### config.mk
export PLATFORM = sky130hd
export DESIGN_NAME = vga_timing_gen
export DESIGN_NICKNAME = d
export VERILOG_FILES = /design/src/rtl/vga_timing_gen.sv
export SDC_FILE = /design/constraint.sdc
export NUM_CORES = 1
export LEC_CHECK = 0
export CAP_MARGIN = 20
export CORE_UTILIZATION = 40
export DETAILED_ROUTE_END_ITERATION = 10
export HOLD_SLACK_MARGIN = 0.1
export PLACE_DENSITY = 0.64
export SYNTH_ARGS = -nofsm -noshare
export SYNTH_HDL_FRONTEND = slang
export SYNTH_SLANG_ARGS = --single-unit
### constraint.sdc
create_clock -name CLOCK_25 -period 2 [get_ports CLOCK_25]
set_input_delay 0.2 -clock CLOCK_25 [delete_from_list [all_inputs] [get_ports CLOCK_25]]
set_output_delay 0.2 -clock CLOCK_25 [all_outputs]
set_load 0.1 [all_outputs]
### src/rtl/vga_timing_gen.sv
// vga_timing_gen: 640x480@60 raster timing from the 25 MHz pixel clock.
// Stage 0 holds the free-running h/v counters, stage 1 registers the decoded
// coordinates and syncs, and the pins carry blanked colour plus syncs.
// Optional build macro: VGA_OUTPUT_REG_EN adds one register stage on the pins
// (vga_rgb, hsync, vsync); x/y/active/frame_start are unaffected.
module vga_timing_gen #(
  parameter int H_ACTIVE = 640,
  parameter int H_FP     = 16,
  parameter int H_SYNC   = 96,
  parameter int H_BP     = 48,
  parameter int V_ACTIVE = 480,
  parameter int V_FP     = 10,
  parameter int V_SYNC   = 2,
  parameter int V_BP     = 33,
  parameter int SYNC_POL = 0
) (
  input  logic        CLOCK_25,
  input  logic        RESET_N,
  input  logic [2:0]  color,
  output logic [11:0] x,
  output logic [11:0] y,
  output logic        active,
  output logic        frame_start,
  output logic        hsync,
  output logic        vsync,
  output logic [2:0]  vga_rgb
);

  localparam int H_TOTAL = H_ACTIVE + H_FP + H_SYNC + H_BP;
  localparam int V_TOTAL = V_ACTIVE + V_FP + V_SYNC + V_BP;

  localparam logic [9:0] H_LAST   = 10'(H_TOTAL - 1);
  localparam logic [9:0] V_LAST   = 10'(V_TOTAL - 1);
  localparam logic [9:0] H_VIS    = 10'(H_ACTIVE);
  localparam logic [9:0] V_VIS    = 10'(V_ACTIVE);
  localparam logic [9:0] HS_FIRST = 10'(H_ACTIVE + H_FP);
  localparam logic [9:0] HS_LAST  = 10'(H_ACTIVE + H_FP + H_SYNC - 1);
  localparam logic [9:0] VS_FIRST = 10'(V_ACTIVE + V_FP);
  localparam logic [9:0] VS_LAST  = 10'(V_ACTIVE + V_FP + V_SYNC - 1);

  // Asserted pin level; the deasserted level is its complement.
  localparam logic SYNC_ON = (SYNC_POL != 0);

  logic [9:0] h_cnt;
  logic [9:0] v_cnt;
  logic       h_vis;
  logic       v_vis;
  logic       hs_on;
  logic       vs_on;
  logic       hsync_s1;
  logic       vsync_s1;

  // Stage 0: pixel counter wraps each line, line counter advances on that wrap.
  always_ff @(posedge CLOCK_25 or negedge RESET_N) begin
    if (!RESET_N) begin
      h_cnt <= 10'd0;
      v_cnt <= 10'd0;
    end else if (h_cnt == H_LAST) begin
      h_cnt <= 10'd0;
      v_cnt <= (v_cnt == V_LAST) ? 10'd0 : v_cnt + 10'd1;
    end else begin
      h_cnt <= h_cnt + 10'd1;
    end
  end

  // Decode the current counter position into visibility and sync windows.
  always_comb begin
    h_vis = (h_cnt < H_VIS);
    v_vis = (v_cnt < V_VIS);
    hs_on = (h_cnt >= HS_FIRST) && (h_cnt <= HS_LAST);
    vs_on = (v_cnt >= VS_FIRST) && (v_cnt <= VS_LAST);
  end

  // Stage 1: register 1-based coordinates, visibility, frame pulse and syncs.
  always_ff @(posedge CLOCK_25 or negedge RESET_N) begin
    if (!RESET_N) begin
      x           <= 12'd0;
      y           <= 12'd0;
      active      <= 1'b0;
      frame_start <= 1'b0;
      hsync_s1    <= ~SYNC_ON;
      vsync_s1    <= ~SYNC_ON;
    end else begin
      active      <= h_vis && v_vis;
      x           <= (h_vis && v_vis) ? {2'b00, h_cnt} + 12'd1 : 12'd0;
      y           <= (h_vis && v_vis) ? {2'b00, v_cnt} + 12'd1 : 12'd0;
      frame_start <= (h_cnt == 10'd0) && (v_cnt == 10'd0);
      hsync_s1    <= hs_on ? SYNC_ON : ~SYNC_ON;
      vsync_s1    <= vs_on ? SYNC_ON : ~SYNC_ON;
    end
  end

`ifdef VGA_OUTPUT_REG_EN
  logic [2:0] rgb_s2;
  logic       hsync_s2;
  logic       vsync_s2;

  // Stage 2: register all pins together so colour and syncs stay aligned.
  always_ff @(posedge CLOCK_25 or negedge RESET_N) begin
    if (!RESET_N) begin
      rgb_s2   <= 3'b000;
      hsync_s2 <= ~SYNC_ON;
      vsync_s2 <= ~SYNC_ON;
    end else begin
      rgb_s2   <= active ? color : 3'b000;
      hsync_s2 <= hsync_s1;
      vsync_s2 <= vsync_s1;
    end
  end

  // Pins driven from stage 2.
  always_comb begin
    vga_rgb = rgb_s2;
    hsync   = hsync_s2;
    vsync   = vsync_s2;
  end
`else
  // Pins driven from stage 1; colour is blanked combinationally.
  always_comb begin
    vga_rgb = active ? color : 3'b000;
    hsync   = hsync_s1;
    vsync   = vsync_s1;
  end
`endif

endmodule

==> flow_summary.ini <==
[status]
outcome = finished clean

[pwr]
power_density_mw_per_mm2 = 688
ir_drop_mv = 0.349
leakage_nw = 1.17

[timing]
timing.final.max_slew_violations = 0
timing.final.crit_share_pct = 90.6
final_hold_viol_count = 0
rsz0062_at_grt = false
setup-tns-final_ps = 0
fin_crit_ps = 1810
finalSetupViolations = 0
fin_worst_skew_ps = 7.63
fin_hold_ws_ps = 414
clock.fmax_mhz = 552

[hold_path]
holdCritPathClass = in2async

[detailed_routing]
route.detailed.drc = 0
route.antenna.remaining_nets = 0
routed_wirelength_microns = 3600
detailedRoute.firstPassIterationCount = 4
via_per_inst = 4.66
drt-wirelength-per-cell_microns = 12.1
first_iter_violations = 79
num_vias = 1389

[floorplanning]
rows = 25
pin_count = 36
fp.coreArea_sq_mm = 0.00475
initial_core_util_pct = 42.1
dieHeight_microns = 72.7
floorplan.die.width_microns = 72.7
dieArea_sq_mm = 0.00529

[clock_tree]
clock_tree.buffer_depth = 2
clock_sink_count = 46
h-tree-depth = 2
cts-buffers-inserted = 5
clock_tree_from_tritoncts = done
worst_skew_pair.late_latency_ps = 300
clock_tree.root_cell = sky130_fd_sc_hd__clkbuf_8
clkSlewWorstSetupHoldPaths_ps = 80

[cells_and_area]
drive_gt1_share_pct = 25.5
area_added_between_synthesis_and_finish_pct = 26.9
finish.net_count = 239
final_common_cell = sky130_fd_sc_hd__dfrtp_1
commonest_non_fill_non_tap_cells_in_the_layout = sky130_fd_sc_hd__dfrtp_1, sky130_fd_sc_hd__buf_4, sky130_fd_sc_hd__nor2_1, sky130_fd_sc_hd__nand2_1, sky130_fd_sc_hd__xnor2_1
antennaDiodeCount = 0

[grt]
grt_start_max_net_pins = 47
grt_antenna_before_repair = 0
gr-usage-all-layers_pct = 15.6
grt_pass1_vias = 1344
grt.overflow.total = 0
grt_first_pass_wirelength_microns = 6120

[worst_setup_path]
worst_r2r_startpoint = h_cnt[0]
timing.critical_path.to_type = register
critical_path_peak_fanout = 7
worst_setup_path_start_kind = register
critPathLaunch = h_cnt[0]
rr_worst_depth = 6
cp_data_arrival_time_ps = 2040
critical_path_class = reg2reg
cp.required_ps = 2230
rr_endpoint = v_cnt[2]
r2r_slack_ps = 190

[synth]
post_synthesis_instance_total = 187
syn_area_sq_mm = 0.00200
synth_warnings = 0
synth_edf_count = 0
yosys_most_used_dff = sky130_fd_sc_hd__dfrtp_1
async_flop_share_pct = 100
synth.ff_latch_count = 46
synthDistinctLibCells = 42
synth_area_per_cell_sq_um = 10.7
synth_sequential_area_ratio_pct = 57.7

[place]
dpl.hpwl_microns = 2540
finalWeightedCongestion = 0.900
port-buffer-count = 33

[job]
drv_cap = 0
==> where the power goes <==
part / switching [W] / leakage, nW / internal (W)
Clock: 0.000291 / 0.0585 / 0.000407
Sequential: 0.000000656 / 0.590 / 0.000932
Combinational: 0.0000867 / 0.522 / 0.0000285
==> timing repair <==
action	CTS	global route
hold buffers	1	0
setup buffers	0	0
endpoints found under the hold margin	44	0
endpoints found under the setup margin	0	1
resized for setup	0	1
==> stage by stage <==
| step | util [%] | setup slack [ps] | area, sq um | total power [W] | cells |
|---|---|---|---|---|---|
| detailed placement | 50.6 | 147 | 2410 | 0.00107 | 289 |
| global placement | 50.6 | 197 | 2410 | 0.00107 | 289 |
| global route | 53.4 | 60.8 | 2540 | 0.00180 | 298 |
| CTS | 53.3 | 120 | 2530 | 0.00177 | 298 |
| finish | 53.4 | 188 | 2540 | 0.00175 | 298 |
| floorplan | - | 15.1 | 2010 | 0.00102 | 191 |
==> how the worst max path moves through the flow <==
stage            endpoint  slack, ps  cells after the start
5_1_grt          v_cnt[2]         60                      6
2_1_floorplan  vga_rgb[0]         20                      1
3_5_place_dp     v_cnt[7]        150                      5
6_report         v_cnt[2]        190                      6
3_3_place_gp     v_cnt[7]        200                      5
4_1_cts          v_cnt[7]        120                      5
==> metal layers <==
metal | GRT usage (%) | up-vias | routed length, microns
li1 | - | 698 | -
met1 | 19.6 | 650 | 1640
met2 | 24.7 | 35 | 1700
met3 | 4.14 | 6 | 180
met4 | 7.84 | 0 | 78
met5 | 0 | - | 0
==> critical path, stage by stage, from the launching register on <==
cell                      delay [ps]
sky130_fd_sc_hd__dfrtp_1         430
sky130_fd_sc_hd__ha_1            260
sky130_fd_sc_hd__nand3_4         120
sky130_fd_sc_hd__nor4_2          320
sky130_fd_sc_hd__buf_4           210
sky130_fd_sc_hd__mux2_1          330
sky130_fd_sc_hd__o21ai_1          80
==> cells by family (layout without fill, tap and decap cells) <==
family / count (synthesis) / after routing / share of synthesized area [%]
AOI/OAI and AO/OA: 19 / 19 / 6.26
adders and majority gates: 4 / 4 / 2.50
other: 1 / 5 / 0.188
DFF: 46 / 46 / 57.7
buffers and inverters: 18 / 58 / 4.19
xor gates and xnor gates: 14 / 14 / 6.13
and+or+nand+nor: 83 / 83 / 22.0
muxes: 2 / 2 / 1.06
==> sequential cells by signal (all words and copies together), names as in the netlist <==
register,count
frame_start,1
vsync,1
active,1
hsync,1
v_cnt,10
x,11
y,11
h_cnt,10
==> final cells by class <==
class	instances	area [sq um]
fillers	449	2220
flip-flops and latches	46	1150
multi-input cells	127	781
repair buffers	42	373
clock buffers	7	86.3
well taps	67	83.8
clock inverters	1	30.0
inverters	8	30.0
==> synthesized netlist by cell type (2+ instances only) <==
| cell | instances | area share, % |
|---|---|---|
| sky130_fd_sc_hd__xor2_1 | 5 | 2.2 |
| sky130_fd_sc_hd__or3_1 | 2 | 0.63 |
| sky130_fd_sc_hd__buf_4 | 3 | 1.1 |
| sky130_fd_sc_hd__dfstp_2 | 2 | 2.6 |
| sky130_fd_sc_hd__nor4_1 | 2 | 0.63 |
| sky130_fd_sc_hd__nor3_1 | 3 | 0.75 |
| sky130_fd_sc_hd__nand2_1 | 16 | 3.0 |
| sky130_fd_sc_hd__dfrtp_1 | 44 | 55 |
| sky130_fd_sc_hd__nand3_1 | 6 | 1.5 |
| sky130_fd_sc_hd__nand2_2 | 2 | 0.63 |
| sky130_fd_sc_hd__buf_2 | 4 | 1.0 |
| sky130_fd_sc_hd__inv_1 | 7 | 1.3 |
| sky130_fd_sc_hd__clkbuf_1 | 2 | 0.38 |
| sky130_fd_sc_hd__nand4_1 | 3 | 0.94 |
| sky130_fd_sc_hd__or2_2 | 3 | 0.94 |
| sky130_fd_sc_hd__o21ai_2 | 2 | 0.88 |
| sky130_fd_sc_hd__and3_1 | 3 | 0.94 |
| sky130_fd_sc_hd__nand3b_1 | 2 | 0.75 |
| sky130_fd_sc_hd__a21oi_1 | 4 | 1.0 |
| sky130_fd_sc_hd__xnor2_1 | 9 | 3.9 |
| sky130_fd_sc_hd__and2_1 | 7 | 2.2 |
| sky130_fd_sc_hd__ha_1 | 4 | 2.5 |
| sky130_fd_sc_hd__nor2b_1 | 3 | 0.94 |
| sky130_fd_sc_hd__nand2b_1 | 4 | 1.3 |
| sky130_fd_sc_hd__nor2_1 | 22 | 4.1 |
| sky130_fd_sc_hd__o21ai_1 | 7 | 1.8 |
Power figures use the tool's default switching activity.
